--- config.mk ---
export PLATFORM = sky130hd
export DESIGN_NAME = fp_rf_write_arbiter
export DESIGN_NICKNAME = d
export VERILOG_FILES = /design/src/rtl/fp_rf_write_arbiter.sv
export SDC_FILE = /design/constraint.sdc
export NUM_CORES = 1
export LEC_CHECK = 0
export BUFFER_PORTS_ARGS = -buffer_cell sky130_fd_sc_hd__buf_4
export CORE_MARGIN = 2
export CORE_UTILIZATION = 56
export CTS_BUF_LIST = sky130_fd_sc_hd__clkbuf_2
export CTS_CLUSTER_SIZE = 10
export DETAILED_ROUTE_END_ITERATION = 12
export MAX_ROUTING_LAYER = met4
export PLACE_DENSITY = 0.92
export SYNTH_ARGS = -nofsm -noshare
export SYNTH_HDL_FRONTEND = slang
export SYNTH_SLANG_ARGS = --single-unit
export TNS_END_PERCENT = 50
--- constraint.sdc ---
create_clock -name clock -period 7.5 [get_ports clock]
set_clock_uncertainty 0.05 [all_clocks]
set_input_delay 1.5 -clock clock [delete_from_list [all_inputs] [get_ports clock]]
set_output_delay 1.5 -clock clock [all_outputs]
set_load 0.02 [all_outputs]
--- src/rtl/fp_rf_write_arbiter.sv ---
// fp_rf_write_arbiter
// Write-side front end for the recoded-FP physical register file. It merges
// three writeback sources onto the W0/W1 write ports through one registered
// write stage:
//   - FPU pipe: fixed latency, no backpressure, always lands on W0.
//   - div/sqrt: valid/ready handshake; div_ready is its combinational grant.
//   - long-latency load: buffered in an LL_DEPTH FIFO, head competes for a port.
// Ports:
//   clock, reset          single clock, synchronous active-high reset
//   fpu_valid/pdst/data   FPU writeback (no stall)
//   div_valid/ready/pdst/data  div/sqrt writeback handshake
//   ll_valid/ready/pdst/data   load writeback into the FIFO
//   W0_*/W1_*             registered register-file write ports
//   wake0_*/wake1_*       issue-stage wakeups, mirrors of W0/W1
//   wb_conflict           sticky flag: both ports wrote the same preg
module fp_rf_write_arbiter #(
   parameter int NUM_PREGS = 96,
   parameter int PREG_W    = 7,
   parameter int DATA_W    = 65,
   parameter int LL_DEPTH  = 4
) (
   input  logic              clock,
   input  logic              reset,
   input  logic              fpu_valid,
   input  logic [PREG_W-1:0] fpu_pdst,
   input  logic [DATA_W-1:0] fpu_data,
   input  logic              div_valid,
   output logic              div_ready,
   input  logic [PREG_W-1:0] div_pdst,
   input  logic [DATA_W-1:0] div_data,
   input  logic              ll_valid,
   output logic              ll_ready,
   input  logic [PREG_W-1:0] ll_pdst,
   input  logic [DATA_W-1:0] ll_data,
   output logic              W0_en,
   output logic [PREG_W-1:0] W0_addr,
   output logic [DATA_W-1:0] W0_data,
   output logic              W1_en,
   output logic [PREG_W-1:0] W1_addr,
   output logic [DATA_W-1:0] W1_data,
   output logic              wake0_valid,
   output logic [PREG_W-1:0] wake0_pdst,
   output logic              wake1_valid,
   output logic [PREG_W-1:0] wake1_pdst,
   output logic              wb_conflict
);

   localparam int PTR_W = $clog2(LL_DEPTH);
   localparam int CNT_W = $clog2(LL_DEPTH + 1);
   localparam logic [CNT_W-1:0]  FULL = CNT_W'(LL_DEPTH);
   localparam logic [PREG_W:0]   NPR  = (PREG_W + 1)'(NUM_PREGS);

   typedef struct packed {
      logic [PREG_W-1:0] pdst;
      logic [DATA_W-1:0] data;
   } wb_t;

   typedef struct packed {
      logic en;
      wb_t  wb;
   } wport_t;

   wb_t              ll_mem [LL_DEPTH];
   logic [PTR_W-1:0] rd_ptr, wr_ptr;
   logic [CNT_W-1:0] count;
   logic             rr;            // 0: div preferred, 1: load head preferred
   wport_t           w0_q, w1_q, w0_d, w1_d;
   wb_t              fpu_wb, div_wb, ll_wb, llh_wb;
   logic             llh_vld, grant_div, grant_llh, contested, enq, deq;
   logic             conflict_now;

   assign fpu_wb  = {fpu_pdst, fpu_data};
   assign div_wb  = {div_pdst, div_data};
   assign ll_wb   = {ll_pdst, ll_data};
   assign llh_wb  = ll_mem[rd_ptr];
   assign llh_vld = (count != '0);

   // Full is judged from the registered count alone, so a full FIFO refuses
   // a load even in a cycle where its head drains.
   assign ll_ready = !reset && (count != FULL);
   assign enq      = ll_valid && ll_ready;
   assign deq      = grant_llh;

   // Only a contest (FPU holds W0, both div and load head want W1) consults
   // rr; every other case has a port for each candidate.
   always_comb begin
      grant_div = 1'b0;
      grant_llh = 1'b0;
      contested = 1'b0;
      if (!reset) begin
         contested = fpu_valid && div_valid && llh_vld;
         if (contested) begin
            grant_div = !rr;
            grant_llh = rr;
         end else begin
            grant_div = div_valid;
            grant_llh = llh_vld;
         end
      end
   end

   assign div_ready = grant_div;

   // Port steering: FPU owns W0; div falls to W1 when the FPU is present.
   always_comb begin
      w0_d = '0;
      w1_d = '0;
      if (fpu_valid)      w0_d = '{en: 1'b1, wb: fpu_wb};
      else if (grant_div) w0_d = '{en: 1'b1, wb: div_wb};
      if (fpu_valid && grant_div) w1_d = '{en: 1'b1, wb: div_wb};
      else if (grant_llh)         w1_d = '{en: 1'b1, wb: llh_wb};
   end

   assign conflict_now = w0_q.en && w1_q.en && (w0_q.wb.pdst == w1_q.wb.pdst);

   always_ff @(posedge clock) begin
      if (reset) begin
         w0_q.en     <= 1'b0;
         w1_q.en     <= 1'b0;
         rr          <= 1'b0;
         rd_ptr      <= '0;
         wr_ptr      <= '0;
         count       <= '0;
         wb_conflict <= 1'b0;
      end else begin
         w0_q <= w0_d;
         w1_q <= w1_d;
         // after a contest rr points at the loser
         if (contested) rr <= ~rr;
         if (enq) wr_ptr <= wr_ptr + 1'b1;
         if (deq) rd_ptr <= rd_ptr + 1'b1;
         count <= count + CNT_W'(enq) - CNT_W'(deq);
         if (conflict_now) wb_conflict <= 1'b1;
      end
   end

   // FIFO storage needs no reset; the pointers define what is valid.
   always_ff @(posedge clock) begin
      if (enq) ll_mem[wr_ptr] <= ll_wb;
   end

   assign W0_en       = w0_q.en;
   assign W0_addr     = w0_q.wb.pdst;
   assign W0_data     = w0_q.wb.data;
   assign W1_en       = w1_q.en;
   assign W1_addr     = w1_q.wb.pdst;
   assign W1_data     = w1_q.wb.data;
   assign wake0_valid = w0_q.en;
   assign wake0_pdst  = w0_q.wb.pdst;
   assign wake1_valid = w1_q.en;
   assign wake1_pdst  = w1_q.wb.pdst;

   // Same-preg double write is legal to issue but indicates a rename bug.
   a_same_addr: assert property (@(posedge clock) disable iff (reset) !conflict_now)
      else $warning("wb_conflict: W0 and W1 both wrote preg %0d", W0_addr);

   a_fpu_pdst: assert property (@(posedge clock) disable iff (reset)
      !(fpu_valid && ({1'b0, fpu_pdst} >= NPR)));
   a_div_pdst: assert property (@(posedge clock) disable iff (reset)
      !(div_valid && ({1'b0, div_pdst} >= NPR)));
   a_ll_pdst: assert property (@(posedge clock) disable iff (reset)
      !(ll_valid && ({1'b0, ll_pdst} >= NPR)));

endmodule
==> results of run 1 <==
synth_stat cells, types with 3 or more instances:
cell      number  area [um2]
edfxtp_1     432       12970
a22o_1        73       639.4
a32o_1        72       720.7
mux4_2        72        1622
clkbuf_1      26       97.59
buf_2         16       80.08
buf_4         16       120.1
dfxtp_1       13       260.3
nor2_1         9       33.78
buf_6          8       90.09
xor2_1         8       70.07
inv_1          7       26.28
clkbuf_8       6       82.58
ha_1           6       75.07
a21oi_1        4       20.02
and2_1         4       25.02
nor2b_1        3       18.77
sequential cells by signal, summed over array words and instances (netlist names), named ones only:
signal and count:
wb_conflict 1, W0_en 1, ll_mem 288, W0_addr 7
W1_addr 7, W0_data 65, W1_data 65, W1_en 1
rr 1, wr_ptr 2, count 3, rd_ptr 2
per-layer routing:
layer | track usage (%) | share of wire [%] | wire length (um) | vias up
li1 | - | - | - | 4348
met1 | 28.05 | 37 | 14080 | 4996
met2 | 40.88 | 53 | 20560 | 469
met3 | 5.683 | 7.1 | 2725 | 76
met4 | 10.23 | 2.9 | 1098 | 0
met5 | - | 0 | 0 | -
cell type report:
class / instances / share of cell area [%]
flip-flops and latches: 445 / 62.80
inverters: 7 / 0.1602
repair buffers: 390 / 13.89
clock inverters: 40 / 0.7893
clock buffers: 153 / 3.632
well taps: 396 / 2.350
multi-input cells: 275 / 16.36
diodes: 2 / 0.02374
stage by stage:
stage               cell area [um2]  power, mW  std cells  util [%]
floorplan                     17160      4.056        799         -
global placement              20150      4.444       1513     66.38
detailed placement            20150      4.502       1513     66.38
CTS                           21080      5.956       1706     69.45
global route                  21080      6.180       1708     69.47
finish                        21080      5.901       1708     69.47
worst max-delay path, delay by kind of cell:
family / cells / cell delay, ns
buf+inv: 2 / 0.92
compound gates: 1 / 0.18
cell usage in the layout, fill, tap and decap left out, types with 2 or more instances in the layout:
cell type / instances
mux2_2: 2
a21oi_1: 4
nand2b_1: 2
clkbuf_2: 153
diode_2: 2
edfxtp_1: 432
or3_1: 2
buf_4: 390
dfxtp_4: 2
clkinv_2: 4
clkinv_1: 32
nor2b_1: 3
nor4_1: 2
a32o_1: 72
a22o_1: 73
nor2_1: 8
dfxtp_1: 11
o21ai_0: 2
xnor2_1: 2
clkinvlp_4: 3
nor3b_1: 2
mux4_2: 72
inv_1: 6
and2_4: 4
xor2_1: 8
ha_1: 6
kinds of logic after synthesis:
group | Yosys count
flops | 445
compound gates | 154
fa+ha+maj | 7
buf+inv | 79
simple gates | 30
mux | 74
xor+xnor | 10
how the worst max path moves through the flow:
stage,from,to,slack [ns],cells after the start
floorplan,reset,W1_addr[0]$_DFFE_PN_,0.97,4
global placement,fpu_valid,div_ready,3.42,3
detailed placement,fpu_valid,count[2]$_SDFF_PP0_,3.35,10
CTS,fpu_valid,div_ready,3.37,3
global route,fpu_valid,div_ready,3.23,3
finish,fpu_valid,div_ready,3.34,3
power groups by stage:
stage	Clock [mW]	Combinational, mW	Sequential [mW]
2_1_floorplan	0	0.827	3.23
6_report	1.47	1.29	3.14
3_5_place_dp	0	1.29	3.21
4_1_cts	1.51	1.29	3.15
3_3_place_gp	0	1.25	3.19
5_1_grt	1.64	1.37	3.18
==> results.tsv, run 1 <==
stage	metric	value	unit
sta	grt_setup_unrepaired	no	
power_and_ir_drop	leakage	7.748	nW
flow_run	cap_violations	0	
run_status	status	finished, final reports clean	
place	dpl.hpwl	23.95	mm
floorplan	io-pin-count	386	
sta	fmax	240.6	MHz
final_layout	register_area	0.01324	mm2
sta	maxSlewHeadroom	23.83	%
hold_path	min_to	wb_conflict$_SDFFE_PP0P_	
clocking	clock-sinks	445	
clocking	post_cts_resized	0	
critical_path	r2r-end	W1_data[21]$_DFFE_PN_	
power_and_ir_drop	intPower	4.187	mW
final_layout	nNetsFinal	1452	
routing	dr.first_iter.drc_count	737	
place	portBuffers	385	
final_layout	syn2layout_area_growth	22.86	%
critical_path	slowest_delay	0.70	ns
grt	grt_pass1_wl	55.79	mm
sta	finalCriticalPeriod	4.157	ns
critical_path	reg2regPathDepth	3	
hold_path	holdPathStages	1	
clocking	clk_latency	0.88	ns
routing	drc	0	
synthesis	synth.area.mux_share	9.581	%
critical_path	rrSetupSlack	4.72	ns
grt	grt_usage	24.25	%
grt	antenna_found_initial	2	
floorplan	initial_utilization	56.54	%
clocking	cts.htree.levels	3	
critical_path	crit_required	5.95	ns
power_and_ir_drop	power_density	279.9	mW/mm2
critical_path	endpoint_kind	output pin	
grt	grt_overflow	0	
synthesis	yosys.area_share.simple	1.065	%
grt	grt_max_degree	122	
synthesis	synth_ff_type	edfxtp_1	
critical_path	critical_path_class	primary input to output pin	
power_and_ir_drop	netSwitchingFraction	29.05	%
clocking	cts_tree	built	
power_and_ir_drop	seqPwrFrac	53.3	%
sta	tightest_slew	1.143	ns
power_and_ir_drop	switchingPower	1.715	mW
critical_path	cp-start-kind	primary input	
clocking	ctsHoldBuffers	0	
routing	totalWireLength	38.47	mm
place	pre_cts_slack	3.351	ns
synthesis	synth_edf_count	432	
place	place_congestion	0.7605	
sta	slew_violations	0	
final_layout	drive_above_1_share	48.55	%
grt	grt_pass1_vias	10250	
synthesis	synth-seq-area-share	77.11	%
synthesis	synth_cells	799	
synthesis	ys_ff_latch	445	
synthesis	netlist-cell-type-count	34	
hold_path	hold_path_startpoint	wb_conflict$_SDFFE_PP0P_	
clocking	root_buffer	clkbuf_2	
clocking	clk_path_buf_depth	3	
sta	setup_viol	0	
critical_path	crit_top_cell	buf_4	
critical_path	cpMaxStageDelayCell	buf_4	
floorplan	fp.dieW	179.1	um
synthesis	synth_warnings	0	
floorplan	core	0.03035	mm2
critical_path	crit_arrival	2.61	ns
final_layout	multi_input_area	0.003448	mm2
power_and_ir_drop	vdd_drop_max	0.0001680	V
floorplan	fp.dieH	179.1	um
synthesis	synthAdderAreaFrac	0.5541	%
sta	finalSetupTns	0	ns
synthesis	synth_top_family_by_area	multiplexers	
routing	ant_nets	0	
floorplan	rows	64	
sta	fin_crit_sh	55.42	%
final_layout	fillers	1848	
synthesis	netlist_area	0.01716	mm2
critical_path	worstPathMaxFanout	78	
routing	vias_per_cell	5.790	
routing	post_drt_wl_per_cell	22.52	um
routing	num_vias	9889	
synthesis	syn_nets	1027	
critical_path	path_cells	buf_4 > a31oi_1 > buf_4	
synthesis	synth_xor_area_share	0.5104	%
clocking	cts_setup_buffers	0	
power_and_ir_drop	clkPwrFrac	24.9	%
clocking	clkSlewWorstSetupHoldPaths	0.10	ns
synthesis	synth_compound_area_share	8.283	%
sta	hold_viol_final	0	
floorplan	dieArea	0.03206	mm2
hold_path	hp-class	register to register	
sta	finalWorstSetupSlack	3.343	ns
routing	dr.pass1.iters	5	
synthesis	synthArstFlopShare	0	%
sta	hold-worst-slack	0.4796	ns
power_and_ir_drop	power_frac_comb	21.8	%
synthesis	avgSynthCellArea	21.48	um2
clocking	cts_made_buffers	105	
No activity file was read; power rests on OpenSTA's default activity.
==> run 2: changes to the inputs <==
==> constraint.sdc (replaced) <==
create_clock -name clock -period 4.3 [get_ports clock]
set_clock_uncertainty 0.05 [all_clocks]
set_input_delay 0.86 -clock clock [delete_from_list [all_inputs] [get_ports clock]]
set_output_delay 0.86 -clock clock [all_outputs]
set_load 0.02 [all_outputs]
==> run 2 against run 1 <==
Critical path depth stayed put. Count of clock-buffer cells in the layout down 7. Cell count rose by 0.35%. Worst setup slack worse by 2.0 ns. Critical endpoint unchanged. Largest power group unchanged. Highest routed layer unchanged.
==> results.tsv, run 2 (synthesis gave the netlist of run 1 again) <==
stage	metric	value	unit
run_status	status	finished, final reports clean	
critical_path	cp.depth	3	
final_layout	largest_reg_flops	288	
sta	fmax	335.0	MHz
critical_path	rrSetupSlack	1.66	ns
floorplan	fp.dieH	179.1	um
place	place_area	0.02025	mm2
floorplan	io-pin-count	386	
critical_path	path_cells	or3_4 > a31oi_1 > buf_4	
grt	antenna_found_initial	2	
grt	grt_pass1_vias	10490	
final_layout	stdcell_area	0.02137	mm2
clocking	clk_latency	0.93	ns
clocking	cts_made_buffers	103	
critical_path	cp-start-kind	register	
routing	num_vias	10100	
final_layout	nNetsFinal	1486	
critical_path	crit-reg2reg-launch	count[1]$_SDFF_PP0_	
floorplan	core	0.03035	mm2
floorplan	rows	64	
power_and_ir_drop	vdd_drop_max	0.0003071	V
grt	grt_max_degree	136	
critical_path	crit_family	simple AND/OR/NAND/NOR gates	
clocking	clkSlewWorstSetupHoldPaths	0.12	ns
grt	grt_pass1_wl	57.17	mm
routing	totalWireLength	39.60	mm
place	place_congestion	0.7676	
final_layout	mostFrequentLayoutCells	432 x edfxtp_1, 391 x buf_4, 146 x clkbuf_2	
sta	fin_crit_sh	69.42	%
grt	grt_busiest_layer	met2	
hold_path	hold_path_startpoint	ll_data[9]	
critical_path	crit_required	3.39	ns
hold_path	min_to	ll_mem[2][9]$_DFFE_PP_	
power_and_ir_drop	leakage	7.862	nW
critical_path	endpoint_kind	output pin	
clocking	clock-sinks	445	
hold_path	hp-class	primary input to register	
sta	maxSlewHeadroom	23.97	%
sta	grt_setup_unrepaired	no	
routing	drc	0	
routing	ant_nets	0	
grt	use_met2	42.18	%
grt	grt_use_met1	28.19	%
clocking	post_cts_resized	0	
final_layout	syn2layout_area_growth	24.55	%
clocking	clk_path_buf_depth	3	
power_and_ir_drop	power_density	480.6	mW/mm2
sta	slew_violations	0	
clocking	cts_tree	built	
final_layout	fillers	1848	
final_layout	multi_input_area	0.003448	mm2
clocking	root_buffer	clkbuf_2	
critical_path	slowest_delay	0.42	ns
critical_path	r2r-end	count[2]$_SDFF_PP0_	
place	dpl.hpwl	24.19	mm
place	portBuffers	385	
critical_path	critical_path_class	register to output pin	
critical_path	crit_arrival	2.08	ns
floorplan	dieArea	0.03206	mm2
grt	grt_use_met3	6.192	%
floorplan	initial_utilization	56.54	%
sta	finalSetupTns	0	ns
final_layout	drive_above_1_share	48.18	%
final_layout	largest_register	ll_mem	
routing	dr.first_iter.drc_count	663	
sta	setup_viol	0	
grt	grt_overflow	0	
hold_path	holdPathStages	1	
final_layout	register_area	0.01324	mm2
sta	tightest_slew	1.141	ns
routing	post_drt_wl_per_cell	23.10	um
critical_path	cpMaxStageDelayCell	or3_4	
grt	grt_usage	24.81	%
clocking	cts.htree.levels	3	
sta	hold_viol_final	0	
sta	finalCriticalPeriod	2.985	ns
critical_path	crit_buf_inv	1	
final_layout	layout_commonest_cell	edfxtp_1	
critical_path	reg2regPathDepth	9	
routing	dr.pass1.iters	5	
flow_run	cap_violations	0	
routing	vias_per_cell	5.894	
critical_path	worstPathMaxFanout	6	
floorplan	fp.dieW	179.1	um
==> run 2: how the worst max path moves through the flow <==
stage / from / end
after detailed placement: reset / count[2]$_SDFF_PP0_
after CTS: count[1]$_SDFF_PP0_ / div_ready
final: count[1]$_SDFF_PP0_ / div_ready
after floorplan: reset / ll_mem[0][0]$_DFFE_PP_
after global routing: count[1]$_SDFF_PP0_ / div_ready
after global placement: reset / count[2]$_SDFF_PP0_
==> run 2: layer usage <==
layer	routed length (um)	share of wire (%)
met2	21300	54
met5	0	0
met1	13920	35
met3	3346	8.4
met4	1034	2.6
==> run 2: worst reg2reg max path, stage by stage (launching register included) <==
cell and delay, ns:
dfxtp_1 0.38, nor3_1 0.60, nor3_4 0.09, ha_1 0.30, inv_1 0.04, ha_1 0.18, fa_1 0.40, xnor2_1 0.19
xnor2_1 0.14, nor2_1 0.06
==> run 2: per-stage QoR <==
| stage | power [mW] | utilization [%] | std cells | hold slack, ns | setup WS [ns] |
|---|---|---|---|---|---|
| 4_1_cts | 10.33 | 70.24 | 1707 | 0.0004298 | 1.214 |
| 2_1_floorplan | 7.069 | - | 799 | 0.4385 | 0.6930 |
| 3_5_place_dp | 7.877 | 66.73 | 1519 | 0.4443 | 1.121 |
| 6_report | 10.27 | 70.42 | 1714 | 0.09821 | 1.315 |
| 3_3_place_gp | 7.772 | 66.73 | 1519 | 0.4300 | 1.237 |
| 5_1_grt | 10.72 | 70.42 | 1714 | 0.0005039 | 1.168 |
==> run 2: timing repair <==
action                                 in CTS  in global routing
hold buffers                               25                  5
buffers inserted                            0                  0
endpoints found under the hold margin      68                 10
==> run 2: cell type report <==
cell class,instances,share of cell area (%)
inverter,7,0.1581
timing repair buffer,426,15.61
clock buffer,146,3.419
multi-input combinational,275,16.13
antenna,2,0.02342
sequential,445,61.95
tap,396,2.318
clock inverter,17,0.3922
==> run 2: where the power goes <==
part / switching (mW) / leakage [nW] / internal [mW]
combinational: 1.11 / 3.06 / 1.20
clock: 1.57 / 0.648 / 0.901
sequential: 0.314 / 4.16 / 5.18
